### src/rtl/dot_acc_pkg.sv
// dot_acc_pkg: shared width, state and product types for dot_accumulator
package dot_acc_pkg;
  localparam int PROD_W = 48;
  typedef enum logic [1:0] {IDLE, ACCUM, HOLD} dot_acc_state_t;
  typedef logic [PROD_W-1:0] prod_t;
endpackage

### src/rtl/dot_accumulator.sv
// dot_accumulator: sums N_TERMS products into a dot product presented with valid/ack
// DOT_ACC_OVF_EN adds a sticky carry-out flag on port ovf
module dot_accumulator
  import dot_acc_pkg::*;
#(
  parameter int N_TERMS = 8,
  parameter int ACC_W = 54
) (
  input  logic              clk,
  input  logic              rst_n,
  input  logic              prod_valid,
  input  logic [PROD_W-1:0] prod,
  input  logic              clear,
  output logic              in_ready,
  output logic [7:0]        count,
  output logic [ACC_W-1:0]  sum,
  output logic              sum_valid,
  input  logic              sum_ack,
  output logic              drop
`ifdef DOT_ACC_OVF_EN
  ,
  output logic              ovf
`endif
);
  dot_acc_state_t state, state_nxt;
  logic [ACC_W-1:0] acc, acc_nxt, sum_nxt, base, add;
  logic [7:0] count_nxt, cnt_inc;
  logic take, done, release_h;
`ifdef DOT_ACC_OVF_EN
  logic carry;
`endif
  assign in_ready = state != HOLD;
  assign sum_valid = state == HOLD;
  // clear restarts the sum, so a product arriving with it becomes the first term
  always_comb begin
    take = prod_valid && state != HOLD;
    release_h = state == HOLD && sum_ack;
    base = clear ? '0 : acc;
`ifdef DOT_ACC_OVF_EN
    {carry, add} = {1'b0, base} + {{(ACC_W+1-PROD_W){1'b0}}, prod};
`else
    add = base + {{(ACC_W-PROD_W){1'b0}}, prod};
`endif
    cnt_inc = (clear ? 8'd0 : count) + 8'd1;
    done = cnt_inc == 8'(N_TERMS);
    state_nxt = take ? (done ? HOLD : ACCUM) : (clear || release_h) ? IDLE : state;
    acc_nxt = take ? add : (clear || release_h) ? '0 : acc;
    count_nxt = take ? cnt_inc : (clear || release_h) ? 8'd0 : count;
    sum_nxt = (take && done) ? add : sum;
  end
  always_ff @(posedge clk) begin
    if (!rst_n) begin
      state <= IDLE;
      acc <= '0;
      count <= '0;
      sum <= '0;
      drop <= 1'b0;
`ifdef DOT_ACC_OVF_EN
      ovf <= 1'b0;
`endif
    end else begin
      state <= state_nxt;
      acc <= acc_nxt;
      count <= count_nxt;
      sum <= sum_nxt;
      drop <= !clear && (drop || (prod_valid && state == HOLD));
`ifdef DOT_ACC_OVF_EN
      ovf <= (ovf && !clear && !release_h) || (take && carry);
`endif
    end
  end
endmodule

### config.mk
export PLATFORM = sky130hd
export DESIGN_NAME = dot_accumulator
export DESIGN_NICKNAME = d
export VERILOG_FILES = /design/src/rtl/dot_acc_pkg.sv /design/src/rtl/dot_accumulator.sv
export SDC_FILE = /design/constraint.sdc
export NUM_CORES = 1
export LEC_CHECK = 0
export CORE_ASPECT_RATIO = 0.5
export CORE_UTILIZATION = 50
export CTS_CLUSTER_SIZE = 28
export DETAILED_ROUTE_END_ITERATION = 6
export PLACE_DENSITY = 0.84
export SYNTH_ARGS = -nofsm -noshare
export SYNTH_HDL_FRONTEND = slang
export SYNTH_SLANG_ARGS = --single-unit
### constraint.sdc
create_clock -name clk -period 6.8 [get_ports clk]
set_clock_uncertainty 0.1 [all_clocks]
set_input_delay 1.36 -clock clk [delete_from_list [all_inputs] [get_ports clk]]
set_output_delay 1.36 -clock clk [all_outputs]
set_load 0.01 [all_outputs]
==> metrics.md <==
| Metric | Value |
|---|---|
| Detailed-router iteration count before antenna repair | 6 |
| Synth Warn # | 0 |
| RR Endpoint | sum[52] |
| Synthesis-to-finish area growth | 23.52% |
| Post-synthesis sequential area ratio | 0.3105 |
| Die height | 89.59 um |
| Setup Viol. Count Final | 0 |
| Die Width | 177.2 um |
| Synth Area in XOR/XNOR | 0.05251 |
| CP cell instances | buf_2 -> clkinv_1 -> nand2_1 -> inv_1 -> ha_1 -> a21oi_1 -> nor2_1 -> o21ai_0 -> o211ai_2 -> a31oi_1 -> nor3b_2 -> o21ai_1 -> xor2_1 -> o21ai_0 |
| DR WL/cell | 17.27 um |
| Reg clk slew, reported paths | 0.07 ns |
| Dpl cell area | 8930 um2 |
| Setup TNS | 0 ns |
| Main area contributors after synthesis | dfxtp_1 (31%), ha_1 (8.0%), nand2_1 (7.0%) |
| Layout Nets | 1172 |
| CTS max path bufs | 2 |
| Clock Sinks | 119 |
| Initial antenna violation count | 1 |
| Async S/R FF share, synth | 0 |
| Post-Synth Adder-Cell Area | 0.08252 |
| Slew margin rel. | 0.3830 |
| Setup CP Type | input port to flop |
| Multi-input combinational cell area | 4976 um2 |
| CP endpoint kind | flop |
| Leakage | 0.003757 uW |
| Synth top cells by count | nand2_1 (144), dfxtp_1 (119), a21oi_1 (103) |
| Number of synthesized flops with an enable pin | 0 |
| Cts repair resizes | 0 |
| PwrDens | 201.8 nW/um2 |
| Tot GR Track Use | 0.2807 |
| Worst slew pin tran | 0.9255 ns |
| H-Tree Depth | 4 |
| Sum of buffers and inverters on the critical path | 3 |
| # IOs | 118 |
| Non-filler cells, final | 1279 |
| Worst setup startpoint | clear |
| Largest family of logic cells by synthesized area | compound AO/OA/AOI/OAI gates |
| CP Data Required Time | 6.97 ns |
| Largest net degree at the start of global routing | 41 |
| Post-DRT Antenna Nets | 0 |
| Worst hold path class | flop to flop |
| Final Max Slew Viols | 0 |
| Ant diodes | 0 |
| Fill count | 1278 |
| End point of the critical path | acc[43] |
| First-pass GRT wire length | 35.42 mm |
| Startpoint types | input port |
| Core Rows | 31 |
| Worst-Skew Late Latency | 0.42 ns |
| Post-synthesis compound-gate area fraction | 0.2686 |
| Syn nets | 1087 |
| Critical Path Fanout Max | 36 |
| Final Cell Area | 9477 um2 |
| Drt first-iter violations | 623 |
| Max Freq | 208.4 MHz |
| Post-CTS Setup Repair Bufs | 0 |
| Top_reg_cell synth | dfxtp_1 |
| Number of max-cap violations | 0 |
| Multiplexer share of the synthesized area | 0.005219 |
| Gr ovfl total | 0 |
| Final Hold Viols | 0 |
| Reg2reg start | acc[0] |
| Post-synth top area cell | dfxtp_1 |
| R2R depth | 13 |
| Critical Path AT | 4.97 ns |
| CP Depth | 14 |
| Tot Pwr | 1912 uW |
| Simple logic cell fraction of the synthesized area | 0.2368 |
| Status | complete, no violations |
| Flop2flop setup slack | 3.26 ns |
| Most used cell, CP | o21ai_0 |
| Vias in the first global route | 7142 |
| PortBufs | 117 |
| Syn avg cell area | 7.797 um2 |
| Core ar. | 14740 um2 |
| Post-place setup slack | 1.618 ns |
| VDD IR max | 0.1762 mV |
| Family with the most delay on the worst path | compound AO/OA/AOI/OAI gates |
| Avg Vias per Cell | 5.934 |
| Yosys cell types | 73 |
| Final worst slack | 2.001 ns |
| Mapped cell area | 7672 um2 |
| Tcrit/Tclk final | 0.7058 |
| Root Buffer | clkbuf_16 |
| CTS Buf Count | 17 |
| Post-synthesis cell count | 984 |
| Register area | 2382 um2 |
| Slowest stage cell on the critical path | buf_2 |
| Vias | 7590 |
| TritonCTS clock tree | yes |
| Initial core utilization | 0.5205 |
| Yosys top cell area share | 0.3105 |
| Post-route DRC violation count | 0 |
| Post-DP HPWL | 15.80 mm |
| Register bit total from synthesis | 119 |
| CP max stage delay | 0.55 ns |
| Post-placement cell count | 1248 |
| Top-count cell post-synth | nand2_1 |
| Hold_buf cts | 0 |
| Layout cells sized above 1 | 0.06105 |
| Fin crit period | 4.799 ns |
| Die Area | 15870 um2 |
| GPL Wtd Cong | 0.9599 |
| RSZ-0062 raised after global routing | no |
| Drt total wl | 22.09 mm |
how the worst min path moves through the flow:
stage	startpoint	end	slack, ns	cells past startpoint
5_1_grt	acc[38]	acc[38]	0.37	2
6_report	acc[38]	acc[38]	0.34	2
2_1_floorplan	acc[37]	acc[37]	0.32	2
3_5_place_dp	acc[38]	acc[38]	0.33	2
3_3_place_gp	acc[41]	acc[41]	0.33	2
4_1_cts	acc[38]	acc[38]	0.34	2
layout make-up:
class                           instances  area share
Inverter                               22    0.008714
Multi-Input combinational cell        782      0.5251
Clock inverter                         13     0.01135
Timing Repair Buffer                  127      0.1310
Clock buffer                           18     0.04634
Tap cell                              198     0.02614
Sequential cell                       119      0.2514
where the power goes:
part	switching (uW)	internal (uW)
Clock	345	507
Sequential	10.8	721
Combinational	195	134
registers in the layout (all words and copies together), names as in the netlist:
name and count:
acc 54, sum 54, count 8, state 2
drop 1
kinds of logic (layout without fill, tap and decap cells):
logic type / Yosys count / count (layout)
and+or+nand+nor: 373 / 373
AOI/OAI and AO/OA: 309 / 309
DFF: 119 / 119
buffers and inverters: 83 / 180
adders and majority gates: 50 / 50
xor gates and xnor gates: 46 / 46
muxes: 4 / 4
cells in the final DEF, fill, tap and decap left out, drive strengths merged, types with 4 or more instances in the layout:
master,Yosys,final
a211oi,5,5
a21boi,6,6
a21o,34,34
a21oi,104,104
a22o,13,13
a22oi,26,26
a31oi,9,9
and2,8,8
and3,12,12
buf,12,11
clkbuf,49,18
clkdlybuf4s50,0,116
clkinv,1,8
clkinvlp,0,4
dfxtp,119,119
ha,49,49
inv,21,22
mux2i,4,4
nand2,145,145
nand2b,6,6
nand3,28,28
nand4,19,19
nand4b,4,4
nor2,62,62
nor2b,51,51
nor3,15,15
o2111ai,6,6
o211ai,12,12
o21a,6,6
o21ai,45,45
o21bai,13,13
o31ai,7,7
or2,6,6
or3,7,7
xnor2,26,26
xor2,20,20
worst min-delay path: cells and delay by family, from the launching register on:
| family | cells | cell delay (ns) |
|---|---|---|
| compound gates | 1 | 0.05 |
| flops | 1 | 0.30 |
| simple gates | 1 | 0.05 |
metrics by stage:
stage,utilization,hold slack [ns]
2_1_floorplan,-,0.3171
3_3_place_gp,0.6059,0.3270
3_5_place_dp,0.6059,0.3348
4_1_cts,0.6430,0.3422
5_1_grt,0.6430,0.3719
6_report,0.6430,0.3443
layer usage:
layer | part of all wire | track usage | vias to the layer above
li1 | - | - | 3713
met1 | 0.46 | 0.3753 | 3537
met2 | 0.45 | 0.4531 | 290
met3 | 0.073 | 0.05261 | 50
met4 | 0.021 | 0.1121 | 0
met5 | 0 | 0 | -
Power figures use the tool's default switching activity.
